==> config.mk <==
export PLATFORM = sky130hd
export DESIGN_NAME = lc4_perf_monitor
export DESIGN_NICKNAME = d
export VERILOG_FILES = /design/src/rtl/lc4_perf_monitor.sv
export SDC_FILE = /design/constraint.sdc
export NUM_CORES = 1
export LEC_CHECK = 0
export BUFFER_PORTS_ARGS = -buffer_cell sky130_fd_sc_hd__buf_2
export CAP_MARGIN = 30
export CELL_PAD_IN_SITES_DETAIL_PLACEMENT = 0
export CELL_PAD_IN_SITES_GLOBAL_PLACEMENT = 2
export CORE_MARGIN = 10
export CORE_UTILIZATION = 41
export CTS_BUF_LIST = sky130_fd_sc_hd__clkbuf_2
export CTS_CLUSTER_DIAMETER = 30
export DETAILED_ROUTE_END_ITERATION = 10
export GPL_TIMING_DRIVEN = 0
export PLACE_DENSITY_LB_ADDON = 0.1
export SLEW_MARGIN = 20
export SYNTH_ARGS = -nofsm -noshare
export SYNTH_HDL_FRONTEND = slang
export SYNTH_SLANG_ARGS = --single-unit
==> constraint.sdc <==
create_clock -name clk -period 8.3 [get_ports clk]
set_clock_uncertainty 0.2 [all_clocks]
set_input_delay 0.415 -clock clk [delete_from_list [all_inputs] [get_ports clk]]
set_output_delay 0.415 -clock clk [all_outputs]
set_load 0.01 [all_outputs]
==> src/rtl/lc4_perf_monitor.sv <==
// Performance/termination monitor for lc4_processor: counts observed cycles per stall
// class, detects halt or cycle-limit timeout, and exposes counters via a registered read port.
module lc4_perf_monitor #(
   parameter int                 INSN_W     = 20,
   parameter int                 STALL_W    = 2,
   parameter int                 CNT_W      = 32,
   parameter logic [INSN_W-1:0]  HALT_INSN  = 20'h88000,
   parameter int                 MAX_CYCLES = 0
) (
   input  logic               clk,
   input  logic               rst,
   input  logic               gwe,
   input  logic               i_start,
   input  logic               i_clear,
   input  logic [STALL_W-1:0] i_stall,
   input  logic [INSN_W-1:0]  i_insn,
   input  logic               i_rd_en,
   input  logic [STALL_W:0]   i_rd_sel,
   output logic               o_rd_valid,
   output logic [CNT_W-1:0]   o_rd_data,
   output logic [1:0]         o_state,
   output logic               o_done,
   output logic               o_saturated
);

   localparam int               NUM_CLASSES = 2**STALL_W;
   localparam logic [CNT_W-1:0] CNT_MAX     = '1;
   localparam logic [CNT_W-1:0] MAX_C       = CNT_W'(MAX_CYCLES);
   localparam logic [STALL_W:0] NUM_SEL     = (STALL_W+1)'(NUM_CLASSES);

   typedef enum logic [1:0] {S_IDLE = 2'd0, S_RUN = 2'd1, S_HALTED = 2'd2, S_TIMEOUT = 2'd3} state_t;

   state_t           r_state;
   logic [CNT_W-1:0] r_cycles;
   logic [CNT_W-1:0] r_class [NUM_CLASSES];
   logic             r_saturated;
   logic             r_rd_vld_p1;
   logic [CNT_W-1:0] r_rd_data_p1;

   logic             w_obs;
   logic             w_halt;
   logic             w_tmo;
   logic             w_restart;
   logic [CNT_W-1:0] w_cyc_next;
   logic [CNT_W-1:0] w_cls_next;
   logic [STALL_W:0] w_sel_m1;
   logic [CNT_W-1:0] w_rd_mux;

   function automatic logic [CNT_W-1:0] sat_inc(input logic [CNT_W-1:0] v);
      return (v == CNT_MAX) ? v : v + 1'b1;
   endfunction

   assign w_obs      = gwe && (r_state == S_RUN);
   assign w_cyc_next = sat_inc(r_cycles);
   assign w_cls_next = sat_inc(r_class[i_stall]);
   assign w_halt     = w_obs && (i_stall == '0) && (i_insn == HALT_INSN);
   assign w_tmo      = w_obs && (MAX_CYCLES != 0) && (w_cyc_next == MAX_C);
   assign w_restart  = i_start && (r_state != S_RUN);

   // Control and counters: clear beats start, start beats counting, halt beats timeout
   always_ff @(posedge clk or posedge rst) begin
      if (rst) begin
         r_state     <= S_IDLE;
         r_cycles    <= '0;
         r_saturated <= 1'b0;
         for (int i = 0; i < NUM_CLASSES; i++) r_class[i] <= '0;
      end else if (i_clear || w_restart) begin
         r_state     <= i_clear ? S_IDLE : S_RUN;
         r_cycles    <= '0;
         r_saturated <= 1'b0;
         for (int i = 0; i < NUM_CLASSES; i++) r_class[i] <= '0;
      end else if (w_obs) begin
         r_cycles         <= w_cyc_next;
         r_class[i_stall] <= w_cls_next;
         if (w_cyc_next == CNT_MAX || w_cls_next == CNT_MAX) r_saturated <= 1'b1;
         if (w_halt)     r_state <= S_HALTED;
         else if (w_tmo) r_state <= S_TIMEOUT;
      end
   end

   assign w_sel_m1 = i_rd_sel - 1'b1;

   always_comb begin
      w_rd_mux = '0;
      if (i_rd_sel == '0)           w_rd_mux = r_cycles;
      else if (i_rd_sel <= NUM_SEL) w_rd_mux = r_class[w_sel_m1[STALL_W-1:0]];
   end

   // Read stage p1: captures pre-update counter values
   always_ff @(posedge clk or posedge rst) begin
      if (rst) begin
         r_rd_vld_p1  <= 1'b0;
         r_rd_data_p1 <= '0;
      end else begin
         r_rd_vld_p1 <= i_rd_en;
         if (i_rd_en) r_rd_data_p1 <= w_rd_mux;
      end
   end

   assign o_rd_valid  = r_rd_vld_p1;
   assign o_rd_data   = r_rd_data_p1;
   assign o_state     = r_state;
   assign o_done      = (r_state == S_HALTED) || (r_state == S_TIMEOUT);
   assign o_saturated = r_saturated;

endmodule

; ---- Yosys cells after proc, flatten, opt, wreduce, memory -nomap -nowiden
; Index checks and enable logic that the tools add are counted.
[totals]
elab_cells = 66
mem_bits_rw = 0
latchBits = 0
romBits = 0
in_bits = 31
mem_count = 0
ff_bits = 196
[op_classes]
bitwise = 2
n_addsub = 3
shifts = 0
n_lt_le_gt_ge = 4
n_eq_ne = 9
n_reduce_logical = 15
n_div = 0
mul = 0
muxes = 24
[op_table]
columns = cell, n
row1 = $mux W32, 11
row2 = $mux W128, 2
row3 = $bmux W32 S2, 2
row4 = $bwmux W128, 1
row5 = $eq A32 B32 Y1 const B, 4
row6 = $add A32 B1 Y32 const B, 2
row7 = $demux W32 S2, 1
row8 = $eq A20 B20 Y1 const B, 1
row9 = $ge A3 B3 Y1 const B, 2
row10 = $mux W2, 3
row11 = $not A2 Y3, 2
row12 = $reduce_bool A2 Y1, 3
row13 = $logic_and A1 B1 Y1, 5
row14 = $eq A2 B2 Y1 const B, 2
row15 = $mux W1, 4
row16 = $reduce_and A2 Y1, 2
row17 = $le A3 B3 Y1 const B, 1
row18 = $logic_not A3 Y1, 1
row19 = $logic_or A1 B1 Y1, 3
row20 = $lt A3 B1 Y1 const B, 1
row21 = $eq A2 B1 Y1 const B, 1
row22 = $logic_not A2 Y1, 1
row23 = $ne A2 B1 Y1 const B, 1
row24 = $sub A2 B1 Y2 const B, 1

; ---- Longest topological paths before layout
; Gate-level depths: netlist of the first run.
[depth]
ltp_word = 11
depth_mapped = 16

; ---- Worst setup path after synthesis of the first run
; Ideal clock, no wire load.
[synth_timing]
path_type = input-to-reg
start = in i_stall[0]
end = reg r_saturated (netlist: o_saturated)
required_ps = 8008
setup_slack_ps = 3991
arrival_ps = 4017
setup_ps = 92
path_buffers = 4
path_stages = 15
path_cell_list = buf_6 -> buf_12 -> buf_12 -> buf_12 -> mux4_2 -> ha_1 -> nand2_1 -> o22a_2 -> or3_4 -> nor4_2 -> and4_1 -> xnor2_1 -> or4_1 -> or4_1 -> o31ai_2
[synth_via]
elab_chain_cells = 10
elab_cells_between_ends = 11
cone_classes = add/sub (1) / eq/ne (2) / mux (4) / bitwise (1) / reduce/logical (3)
[synth_lines]
columns = item, line_no
row1 = start: declaration, 15  ; input logic [STALL_W-1:0] i_stall,
row2 = $not A2 Y3 (implied by the code) *, 55  ; assign w_cls_next = sat_inc(r_class[i_stall]);
row3 = $bmux W32 S2 *, 55
row4 = $mux W32 (implied by the code) * (2 in series), 55
row5 = $add A32 B1 Y32 / $eq A32 B32 Y1 (equally long branches), 50  ; return (v == CNT_MAX) ? v : v + 1'b1;
row6 = $mux W32 *, 50
row7 = $eq A32 B32 Y1 *, 75  ; if (w_cyc_next == CNT_MAX || w_cls_next == CNT_MAX) r_saturated <= 1'b1;
row8 = $logic_or A1 B1 Y1 *, 75
row9 = $reduce_bool A2 Y1 (no source line) *, n/a
row10 = $reduce_and A2 Y1 (no source line) *, n/a
row11 = end signal: assignment, 65  ; r_saturated <= 1'b0;
row12 = end signal: assignment, 70  ; r_saturated <= 1'b0;
row13 = end signal: assignment, 75
row14 = end: declaration, 36  ; logic r_saturated;
; Every way passes the cells marked *; elsewhere a longest branch is shown, timed or not. The select of a mux whose other input is x is not followed.
; A chain may end at the register's enable or synchronous reset.

; ---- Worst setup path in the final report of the first run
[layout_timing]
start = reg r_class[81] (netlist bit)
end = reg r_saturated (netlist: o_saturated)
[layout_via]
elab_chain_cells = 9
elab_cells_between_ends = 10
cone_classes = add/sub (1) / eq/ne (2) / mux (4) / reduce/logical (3)
[layout_lines]
columns = item, line_no
row1 = start: declaration, 35  ; logic [CNT_W-1:0] r_class [NUM_CLASSES];
row2 = start signal: indexed assignment, 74  ; r_class[i_stall] <= w_cls_next;
row3 = $bmux W32 S2 *, 55
row4 = $mux W32 (implied by the code) * (2 in series), 55
row5 = $add A32 B1 Y32 / $eq A32 B32 Y1 (equally long branches), 50
row6 = $mux W32 *, 50
row7 = $eq A32 B32 Y1 *, 75
row8 = $logic_or A1 B1 Y1 *, 75
row9 = $reduce_bool A2 Y1 (no source line) *, n/a
row10 = $reduce_and A2 Y1 (no source line) *, n/a
; Marked as above.

==> flow_metrics.env, run 1 <==
export IMPL_worst_ep_required_time_ps=8820
export IMPL_worst_skew_pair_late_latency_ps=800
export IMPL_worst_slew_pin_transition_ps=948
export IMPL_path_cells="mux4_1 -> nand4_1 -> or4_1 -> o41ai_2 -> nor2_1 -> xnor2_1 -> or4_1 -> or4_1 -> o31ai_2"
export IMPL_synth_seq_area_share_pct=45.3
export IMPL_vdd_ir_drop_worst_uv=91.4
export IMPL_report_power_total_uw=1670
export IMPL_power_density_nw_per_um2=139
export IMPL_cts_path_max_buffers=2
export IMPL_maxCapViolations=0
export IMPL_cts_hold_buffers=14
export IMPL_yosys_top_cells_area="dfrtp_1 (45%), mux4_2 (11%), nand2_1 (4.6%)"
export IMPL_largest_net_degree_at_the_start_of_global_routing=96
export IMPL_grt_setup_unrepaired="false"
export IMPL_holdWs_ps=271
export IMPL_status="finished, final reports clean"
export IMPL_wl_um=36300
export IMPL_grt_total_usage_pct=22.0
export IMPL_fin_crit_sh_pct=54.8
export IMPL_die_area_um2=33300
export IMPL_critical_path_top_cell_by_count="or4_1"
export IMPL_number_of_flip_flops_and_latches_in_the_synthesized_netlist=196
export IMPL_synthToLayoutAreaGrowth_pct=11.4
export IMPL_post_synthesis_mean_instance_area_um2=10.2
export IMPL_die_width_um=183
export IMPL_drt_first_pass_iters=5
export IMPL_async_flop_share_pct=100
export IMPL_std_cell_rows=59
export IMPL_setup_violations_final=0
export IMPL_worstPathMaxFanout=8
export IMPL_detailedRoute_firstIterationViolations=650
export IMPL_post_synth_instance_area_um2=10800
export IMPL_via_count_of_the_first_global_routing_pass=9058
export IMPL_synth_enable_flop_cells=0
export IMPL_numClockSinks=196
export IMPL_grt_pass1_wl_um=56400
export IMPL_critical_setup_path_kind="reg -> reg"
export IMPL_min_delay_path_class="in -> reg"
export IMPL_synth_cell_type_count=55
export IMPL_critPathArrivalTime_ps=5070
export IMPL_die_y_um=183
export IMPL_drt_antenna_violating_nets=0
export IMPL_power_leakage_uw=0.00475
export IMPL_drive_gt1_share_pct=15.0
export IMPL_tns_ps=0
export IMPL_synthDominantCellAreaShare_pct=45.3
export IMPL_avgViaCountPerCell=5.85
export IMPL_antenna_found_initial=1
export IMPL_fmaxAchievable_mhz=220
export IMPL_post_drt_wl_per_cell_um=24.0
export IMPL_synthesis_instances=1062
export IMPL_grt_ovfl_total=0
export IMPL_clockRootBuffer="clkbuf_2"
export IMPL_initial_core_util_pct=41.6
export IMPL_layout_core_utilization_pct=46.3
export IMPL_dpl_hpwl_um=26600
export IMPL_coreArea_um2=26100
export IMPL_cts_inserted_buffers=17
export IMPL_report_final_slew_viol_count=0
export IMPL_design_portCount=68
export IMPL_endpoint_kind="flop"
export IMPL_final_critical_delay_including_setup_and_external_delays_ps=4540
export IMPL_postCtsResizedCells=0
export IMPL_clk_pin_slew_worst_paths_ps=310
export IMPL_cts_htree_levels=4
export IMPL_post_cts_setup_buffers=0
export IMPL_synth_flop_cell="dfrtp_1"
export IMPL_cp_start_kind="flop"
export IMPL_ys_warn_count=0
export IMPL_cts_tree="yes"
export IMPL_route_detailed_drc=0
export IMPL_timing_max_slew_rel_slack_pct=36.3
export IMPL_routability_congestion_estimate_from_global_placement=0.881
export IMPL_routed_via_count=8863
export IMPL_netlist_top_cell_by_area="dfrtp_1"
export IMPL_critical_path_max_stage_delay_ps=830
export IMPL_fin_nets=1199
export IMPL_synthesis_nets=1096
export IMPL_hold_viol=0
export IMPL_dp_slack_ps=3410
export IMPL_place_port_buffers=64
export IMPL_critical_path_slowest_cell="o41ai_2"
export IMPL_layout_setup_ws_ps=3760
## cell usage after synthesis, drive strengths merged (2+ instances only)
| cell | instances |
|---|---|
| dfrtp | 196 |
| nand2 | 134 |
| nor2 | 128 |
| o21ai | 87 |
| mux4 | 64 |
| clkbuf | 56 |
| a21oi | 51 |
| xor2 | 33 |
| a22oi | 31 |
| a211oi | 30 |
| nand4 | 30 |
| xnor2 | 29 |
| nand3 | 24 |
| a22o | 18 |
| buf | 18 |
| nor3 | 17 |
| nor4 | 16 |
| inv | 12 |
| and3 | 11 |
| or3 | 11 |
| and2 | 10 |
| a31oi | 7 |
| mux2i | 5 |
| and4 | 4 |
| nand2b | 4 |
| nor4b | 4 |
| or4 | 4 |
| ha | 3 |
| nor2b | 3 |
| o211ai | 3 |
| nand3b | 2 |
| nand4b | 2 |
| o22a | 2 |
| or2 | 2 |
## sequential cells by signal, summed over array words and instances (netlist names)
| register | flops |
|---|---|
| r_class | 128 |
| o_state | 2 |
| o_rd_data | 32 |
| o_rd_valid | 1 |
| o_saturated | 1 |
| r_cycles | 32 |
## worst paths after layout
check	from	end	slack, ps	cells past startpoint
worst max-delay path	r_class[81]$_DFFE_PP0P_	o_saturated$_DFFE_PP0P_	3760	9
worst min-delay path	i_rd_sel[0]	o_rd_data[14]$_DFFE_PP0P_	270	4
worst max register to register	r_class[81]$_DFFE_PP0P_	o_saturated$_DFFE_PP0P_	3760	9
worst min register to register	r_class[75]$_DFFE_PP0P_	r_class[75]$_DFFE_PP0P_	340	2
max in group asynchronous	rst	r_class[8]$_DFFE_PP0P_	6720	5
min in group asynchronous	rst	r_class[61]$_DFFE_PP0P_	410	4
## layer usage
metal,vias up,track usage [%],wire [um]
met4,0,4.82,505
met2,218,37.9,18500
met3,32,3.60,1510
li1,4108,-,-
met1,4505,28.5,15800
met5,-,0,0
## final cells by class
| cell class | count | area [um2] |
|---|---|---|
| diodes | 2 | 5.00 |
| plain buffers | 74 | 360 |
| clock buffers | 17 | 85.1 |
| flip-flops and latches | 196 | 4900 |
| fillers | 2572 | 14000 |
| repair buffers | 84 | 553 |
| clock inverters | 15 | 164 |
| multi-input cells | 780 | 5520 |
| well taps | 335 | 419 |
| inverters | 12 | 52.6 |
## critical path: cells and delay by family (launching register included)
kind,cells,cell delay (ps)
AO/OA/AOI/OAI,2,1050
XOR/XNOR,1,260
flip-flops,1,450
multiplexers,1,470
AND/OR/NAND/NOR,5,2060
## report_power, final
| part | internal [uW] | total, uW | switching, uW | leakage (uW) |
|---|---|---|---|---|
| Combinational | 57.7 | 183 | 125 | 0.00191 |
| Sequential | 972 | 981 | 8.68 | 0.00269 |
| Clock | 127 | 509 | 382 | 0.000154 |
## cells in the final DEF, fill, tap and decap left out, drive strengths merged, types with 7 or more instances in the layout
cell type,n
a21oi,51
o21ai,87
nor4,16
nor3,17
a22oi,31
and2,10
buf,88
a211oi,30
dfrtp,196
inv,21
xnor2,29
xor2,33
or3,11
dlygate4sd3,14
clkbuf,73
a31oi,7
nand3,24
nand2,134
and3,11
nor2,128
mux4,64
a22o,18
nand4,30
## metrics by stage
stage / std cells / cell area (um2)
2_1_floorplan: 1062 / 10800
3_3_place_gp: 1461 / 11600
3_5_place_dp: 1465 / 11700
4_1_cts: 1511 / 12000
5_1_grt: 1514 / 12100
6_report: 1515 / 12100
## cells by family after synthesis
family	after synthesis	share of synthesized area, %
and+or+nand+nor	408	17.9
AOI/OAI and AO/OA	238	13.6
DFF	196	45.3
buffers and inverters	86	3.74
muxes	69	14.1
xor gates and xnor gates	62	5.01
adders and majority gates	3	0.346
No activity file was read; power rests on OpenSTA's default activity.
==> inputs of run 2 (changes only) <==
--- a/config.mk
+++ b/config.mk
@@ -5,12 +5,13 @@
 export SDC_FILE = /design/constraint.sdc
 export NUM_CORES = 1
 export LEC_CHECK = 0
+export ABC_AREA = 1
 export BUFFER_PORTS_ARGS = -buffer_cell sky130_fd_sc_hd__buf_2
 export CAP_MARGIN = 30
 export CELL_PAD_IN_SITES_DETAIL_PLACEMENT = 0
 export CELL_PAD_IN_SITES_GLOBAL_PLACEMENT = 2
 export CORE_MARGIN = 10
-export CORE_UTILIZATION = 41
+export CORE_UTILIZATION = 36
 export CTS_BUF_LIST = sky130_fd_sc_hd__clkbuf_2
 export CTS_CLUSTER_DIAMETER = 30
 export DETAILED_ROUTE_END_ITERATION = 10
==> constraint.sdc (replaced) <==
create_clock -name clk -period 4.45 [get_ports clk]
set_clock_uncertainty 0.2 [all_clocks]
set_input_delay 0.2225 -clock clk [delete_from_list [all_inputs] [get_ports clk]]
set_output_delay 0.2225 -clock clk [all_outputs]
set_load 0.01 [all_outputs]
==> run 2 against run 1 <==
Compared with the run above: clock-buffer cell count unchanged; die area increased by 30%; synthesized cell count grew 81%; hold slack lost 120 ps.
==> flow_metrics.env, run 2 <==
export IMPL_routability_congestion_estimate_from_global_placement=0.946
export IMPL_largest_net_degree_at_the_start_of_global_routing=33
export IMPL_final_critical_delay_including_setup_and_external_delays_ps=3800
export IMPL_critPathArrivalTime_ps=4390
export IMPL_power_density_nw_per_um2=229
export IMPL_design_portCount=68
export IMPL_share_of_synthesized_cell_area_in_and_or_nand_and_nor_gates_pct=33.2
export IMPL_holdWs_ps=151
export IMPL_antenna_found_initial=2
export IMPL_place_port_buffers=65
export IMPL_postCtsResizedCells=0
export IMPL_worstPathMaxFanout=10
export IMPL_report_final_slew_viol_count=0
export IMPL_via_count_of_the_first_global_routing_pass=13300
export IMPL_report_power_total_uw=3240
export IMPL_numClockSinks=196
export IMPL_grt_ovfl_total=0
export IMPL_drive_gt1_share_pct=8.62
export IMPL_placed_area_um2=13800
export IMPL_hold_viol=0
export IMPL_layout_cells_most_common="nand2_1"
export IMPL_layout_core_utilization_pct=40.8
export IMPL_timing_max_slew_rel_slack_pct=36.1
export IMPL_die_width_um=208
export IMPL_detailedRoute_firstIterationViolations=1274
export IMPL_yosys_top_cells_area="dfrtp_1 (39%), nand2_1 (18%), o21ai_0 (6.8%)"
export IMPL_min_delay_path_class="in -> reg"
export IMPL_post_cts_setup_buffers=0
export IMPL_synthToLayoutAreaGrowth_pct=11.3
export IMPL_critical_setup_path_kind="in -> reg"
export IMPL_wl_um=57500
export IMPL_synth_mux_area_share_pct=0
export IMPL_cts_hold_buffers=18
export IMPL_die_area_um2=43200
export IMPL_routed_via_count=13600
export IMPL_coreArea_um2=34700
export IMPL_yosys_area_share_xor_xnor_pct=2.27
export IMPL_largest_reg_flops=128
export IMPL_design_area_um2=14200
export IMPL_netlist_top_cell_by_area="dfrtp_1"
export IMPL_cp_start_kind="input port"
export IMPL_clockRootBuffer="clkbuf_2"
export IMPL_drt_first_pass_iters=8
export IMPL_endpoint_kind="flop"
export IMPL_async_flop_share_pct=100
export IMPL_grt_pass1_wl_um=85500
export IMPL_ys_warn_count=0
export IMPL_die_y_um=208
export IMPL_worst_skew_pair_late_latency_ps=870
export IMPL_worst_ep_required_time_ps=5050
export IMPL_nFillCells=3797
export IMPL_avgViaCountPerCell=5.43
export IMPL_post_synth_instance_area_um2=12700
export IMPL_synth_seq_area_share_pct=38.6
export IMPL_dpl_hpwl_um=44700
export IMPL_synth_adder_area_share_pct=0.295
export IMPL_worst_slew_pin_transition_ps=958
export IMPL_drt_antenna_violating_nets=0
export IMPL_most_frequent_cell_after_synthesis="nand2_1"
export IMPL_fmaxAchievable_mhz=263
export IMPL_synth_enable_flop_cells=0
export IMPL_synth_flop_cell="dfrtp_1"
export IMPL_grt_setup_unrepaired="false"
export IMPL_setup_violations_final=0
export IMPL_power_leakage_uw=0.00624
export IMPL_synthesized_area_fraction_occupied_by_ao_oa_aoi_and_oai_cells_pct=15.3
export IMPL_synth_top_family_by_area="simple AND/OR/NAND/NOR gates"
export IMPL_synthDominantCellAreaShare_pct=38.6
export IMPL_cts_htree_levels=4
export IMPL_synthesis_nets=1953
export IMPL_synth_cell_type_count=36
export IMPL_cts_tree="yes"
export IMPL_mostFrequentLayoutCells="nand2_1 (616), dfrtp_1 (196), nor2_1 (188), inv_1 (183), o21ai_0 (174)"
export IMPL_post_synthesis_mean_instance_area_um2=6.63
export IMPL_grt_total_usage_pct=25.9
export IMPL_fin_crit_sh_pct=85.3
export IMPL_largest_register="r_class"
export IMPL_synthesis_instances=1919
export IMPL_maxCapViolations=0
export IMPL_status="finished, final reports clean"
export IMPL_clk_pin_slew_worst_paths_ps=290
export IMPL_initial_core_util_pct=36.6
export IMPL_tns_ps=0
export IMPL_post_drt_wl_per_cell_um=23.0
export IMPL_cts_inserted_buffers=17
export IMPL_std_cell_rows=68
export IMPL_number_of_flip_flops_and_latches_in_the_synthesized_netlist=196
export IMPL_vdd_ir_drop_worst_uv=113
export IMPL_cts_path_max_buffers=2
export IMPL_route_detailed_drc=0
export IMPL_synth_top_cells_by_count="nand2_1 (616), dfrtp_1 (196), nor2_1 (188)"
export IMPL_fin_nets=2062
[run 2: cell count changes after synthesis, moves of 25 or more]
cell / previous run / this run
a22oi_1: 31 / 0
o21ai_0: 87 / 174
a31oi_1: 7 / 32
nor2_1: 128 / 188
inv_1: 12 / 184
nand3_1: 24 / 156
nand2_1: 134 / 616
o22ai_1: 1 / 75
xnor2_1: 29 / 2
mux4_2: 53 / 0
a211oi_1: 30 / 0
[run 2: kinds of logic after synthesis]
family / Yosys count
simple gates: 1026
fa+ha+maj: 3
xor+xnor: 33
buf+inv: 302
flops: 196
compound gates: 359
[run 2: area by class of cell]
class	count	area, um2	share of cell area, %
Sequential cell	196	4900	34.7
Clock buffer	17	85.1	0.601
Timing Repair Buffer	90	653	4.61
Buffer	104	564	3.99
Tap cell	455	569	4.02
Inverter	198	749	5.29
Multi-Input combinational cell	1421	6500	45.9
Antenna cell	1	2.50	0.0177
Clock inverter	15	123	0.866
[run 2: worst paths after layout]
check                                          start                         to  slack [ps]  cells after the start
max in group asynchronous                        rst   r_class[119]$_DFFE_PP0P_        2710                      7
max reg2reg                  r_cycles[1]$_DFFE_PP0P_    o_saturated$_DFFE_PP0P_         700                     16
min reg2reg                o_rd_data[24]$_DFFE_PP0P_  o_rd_data[24]$_DFFE_PP0P_         350                      2
max                                       i_stall[1]    o_saturated$_DFFE_PP0P_         650                     22
min                                       i_insn[13]     o_state[0]$_DFFE_PP0P_         150                      6
min in group asynchronous                        rst    r_cycles[2]$_DFFE_PP0P_         330                      4
[run 2: power breakdown]
group	switching (uW)	total, uW	internal (uW)
sequential	22.3	1840	1820
combinational	380	522	142
clock	713	873	160
total	1120	3240	2120
[run 2: per-layer routing]
layer / global-route usage [%] / vias up / wire (um)
li1: - / 6443 / -
met1: 33.7 / 6566 / 25300
met2: 42.3 / 478 / 26900
met3: 4.48 / 78 / 3510
met4: 8.79 / 2 / 1720
met5: 0 / - / 19
[run 2: worst max-delay path: stages]
cell	delay, ps
dlygate4sd3_1	530
buf_2	150
clkinv_1	230
buf_2	390
nand2_1	110
nand2_2	230
ha_1	400
nand2_1	150
nor2_4	220
nand2_2	190
nor2_4	240
nand2_4	90
buf_4	190
nand2_1	200
nand2_1	80
nor2_1	110
nand2_1	100
nor2_1	130
nand2_1	160
nand2_1	90
nand2_1	60
a21oi_2	120
[run 2: stage by stage]
stage | worst slack, ps | cells
3_5_place_dp | 404 | 2446
3_3_place_gp | -79.4 | 2439
6_report | 654 | 2497
5_1_grt | 406 | 2497
2_1_floorplan | 1500 | 1919
4_1_cts | 706 | 2496
==> inputs of run 3 (changes only) <==
--- a/config.mk
+++ b/config.mk
@@ -10,7 +10,7 @@
 export CAP_MARGIN = 30
 export CELL_PAD_IN_SITES_DETAIL_PLACEMENT = 0
 export CELL_PAD_IN_SITES_GLOBAL_PLACEMENT = 2
-export CORE_MARGIN = 10
+export CORE_MARGIN = 3
 export CORE_UTILIZATION = 36
 export CTS_BUF_LIST = sky130_fd_sc_hd__clkbuf_2
 export CTS_CLUSTER_DIAMETER = 30
==> run 3 against run 2 <==
Compared with the run above: sequential power about the same; register-to-register slack got worse by 360 ps; non-clock buffer count increased by 1; first-iteration DRC count decreased by 0.16%; global-route usage increased by 3.2 points; total power increased by 4.5%; fmax decreased by 12%; worst setup slack got worse by 500 ps; cell count about the same; critical endpoint unchanged.
==> flow_metrics.env, run 3 (synthesis results as in run 2) <==
export IMPL_grt_use_met3_pct=3.89
export IMPL_drt_first_pass_iters=5
export IMPL_setup_violations_final=0
export IMPL_detailedRoute_firstIterationViolations=1272
export IMPL_post_drt_wl_per_cell_um=22.1
export IMPL_crit_path_launch="i_stall[1]"
export IMPL_critPathCapture="o_saturated$_DFFE_PP0P_"
export IMPL_worst_skew_pair_late_latency_ps=840
export IMPL_worst_slew_pin_transition_ps=1020
export IMPL_clockRootBuffer="clkbuf_2"
export IMPL_layout_cells_most_common="nand2_1"
export IMPL_critical_path_max_stage_delay_ps=560
export IMPL_status="finished, final reports clean"
export IMPL_use_met2_pct=48.2
export IMPL_min_delay_path_class="in -> async"
export IMPL_final_critical_delay_including_setup_and_external_delays_ps=4300
export IMPL_critPathArrivalTime_ps=4880
export IMPL_power_leakage_uw=0.00629
export IMPL_die_y_um=194
export IMPL_grt_pass1_wl_um=82800
export IMPL_timing_rr_start="r_class[96]$_DFFE_PP0P_"
export IMPL_drt_antenna_violating_nets=0
export IMPL_initial_core_util_pct=36.6
export IMPL_timing_max_slew_rel_slack_pct=31.1
export IMPL_place_port_buffers=65
export IMPL_post_cts_setup_buffers=0
export IMPL_globalRoute_busiestLayer="met2"
export IMPL_synthToLayoutAreaGrowth_pct=11.9
export IMPL_met1_usage_pct=40.0
export IMPL_clk_pin_slew_worst_paths_ps=280
export IMPL_wl_um=55200
export IMPL_power_density_nw_per_um2=238
export IMPL_via_count_of_the_first_global_routing_pass=12900
export IMPL_std_cell_rows=68
export IMPL_layout_setup_ws_ps=153
export IMPL_critical_path_slowest_cell="dlygate4sd3_1"
export IMPL_fin_crit_sh_pct=96.6
export IMPL_vdd_ir_drop_worst_uv=137
export IMPL_cts_htree_levels=4
export IMPL_fin_nets=2063
export IMPL_dpl_hpwl_um=43600
export IMPL_grt_total_usage_pct=29.0
export IMPL_maxCapViolations=0
export IMPL_path_cells="dlygate4sd3_1 -> buf_2 -> clkinv_1 -> buf_2 -> nand2_1 -> nand2_1 -> ha_1 -> nand2_1 -> nor2_4 -> nand2_2 -> nor2_4 -> nand2_4 -> buf_4 -> nand2_1 -> nand2_1 -> nor2_1 -> nand2_1 -> nor2_1 -> nand2_1 -> nand2_1 -> nand2_1 -> a21oi_2 -> dlygate4sd3_1"
export IMPL_routed_via_count=13300
export IMPL_design_portCount=68
export IMPL_numClockSinks=196
export IMPL_avgViaCountPerCell=5.34
export IMPL_dp_slack_ps=452
export IMPL_die_area_um2=37600
export IMPL_hold_viol=0
export IMPL_grt_setup_unrepaired="false"
export IMPL_fmaxAchievable_mhz=233
export IMPL_largest_register="r_class"
export IMPL_endpoint_kind="flop"
export IMPL_report_power_total_uw=3380
export IMPL_worstReg2RegEnd="o_saturated$_DFFE_PP0P_"
export IMPL_worst_ep_required_time_ps=5040
export IMPL_largest_net_degree_at_the_start_of_global_routing=32
export IMPL_cts_inserted_buffers=17
export IMPL_critical_setup_path_kind="in -> reg"
export IMPL_drive_gt1_share_pct=8.57
export IMPL_worstPathMaxFanout=10
export IMPL_cts_path_max_buffers=2
export IMPL_mostFrequentLayoutCells="nand2_1 (616), dfrtp_1 (196), nor2_1 (187), inv_1 (183), o21ai_0 (174)"
export IMPL_die_width_um=194
export IMPL_route_detailed_drc=0
export IMPL_cts_tree="yes"
export IMPL_antenna_found_initial=2
export IMPL_r2r_setup_slack_ps=340
export IMPL_report_final_slew_viol_count=0
export IMPL_rr_worst_depth=21
export IMPL_nFillCells=3828
export IMPL_routability_congestion_estimate_from_global_placement=0.947
export IMPL_coreArea_um2=34700
export IMPL_cp_start_kind="input port"
export IMPL_critical_path_top_cell_by_count="nand2_1"
export IMPL_largest_reg_flops=128
export IMPL_grt_ovfl_total=0
-- run 3: cell types whose count changed in the layout (fill, tap and decap cells not counted), sizes merged --
cell	before	now
bufinv	0	4
clkinvlp	5	3
dlygate4sd3	18	19
clkbuf	85	86
inv	198	195
-- run 3: routing by layer --
layer	wire [um]	share of wire [%]
met5	15	0.027
met4	1410	2.6
met3	3150	5.7
met2	26100	47
met1	24500	44
-- run 3: repair_timing --
| item | in CTS | in global routing |
|---|---|---|
| hold buffers | 19 | 0 |
| endpoints found under the hold margin | 267 | 0 |
| setup endpoints to repair | 0 | 1 |
| gates resized for setup | 0 | 1 |
-- run 3: power by group --
| part | leakage (uW) | internal (uW) | switching, uW |
|---|---|---|---|
| Combinational | 0.00345 | 142 | 367 |
| Clock | 0.000160 | 369 | 662 |
| Sequential | 0.00268 | 1820 | 25.1 |
-- run 3: final cells by class --
| class | instances | area (um2) | share of cell area, % |
|---|---|---|---|
| multi-input combinational | 1421 | 6510 | 45.7 |
| sequential | 196 | 4900 | 34.5 |
| inverter | 198 | 749 | 5.27 |
| timing repair buffer | 91 | 656 | 4.61 |
| tap | 455 | 569 | 4.00 |
| buffer | 104 | 564 | 3.97 |
| clock inverter | 14 | 184 | 1.29 |
| clock buffer | 18 | 90.1 | 0.633 |
| antenna | 1 | 2.50 | 0.0176 |
-- run 3: critical path: cells and delay by family --
family | cells | cell delay (ps)
simple gates | 15 | 2100
fa+ha+maj | 1 | 380
compound gates | 1 | 120
buf+inv | 6 | 2060
-- run 3: worst min-delay path by stage --
stage	from	end	slack [ps]	depth (start not counted)
global route	rst	o_rd_data[3]$_DFFE_PP0P_	100	4
CTS	i_insn[13]	o_state[0]$_DFFE_PP0P_	70	6
global placement	i_rd_en	o_rd_valid$_DFF_PP0_	150	1
floorplan	i_rd_en	o_rd_valid$_DFF_PP0_	50	0
detailed placement	rst	o_rd_data[3]$_DFFE_PP0P_	-50	2
finish	rst	o_rd_data[3]$_DFFE_PP0P_	190	4
-- run 3: metrics by stage --
step	TNS, ps	instance area, um2	instances	hold WS, ps	utilization [%]
6_report	0	14200	2498	187	41.0
5_1_grt	0	14200	2498	95.9	41.0
4_1_cts	0	14200	2497	74.4	41.0
3_5_place_dp	0	13800	2446	-53.8	39.6
3_3_place_gp	-4550	13600	2439	152	39.2
2_1_floorplan	0	12700	1919	53.9	-
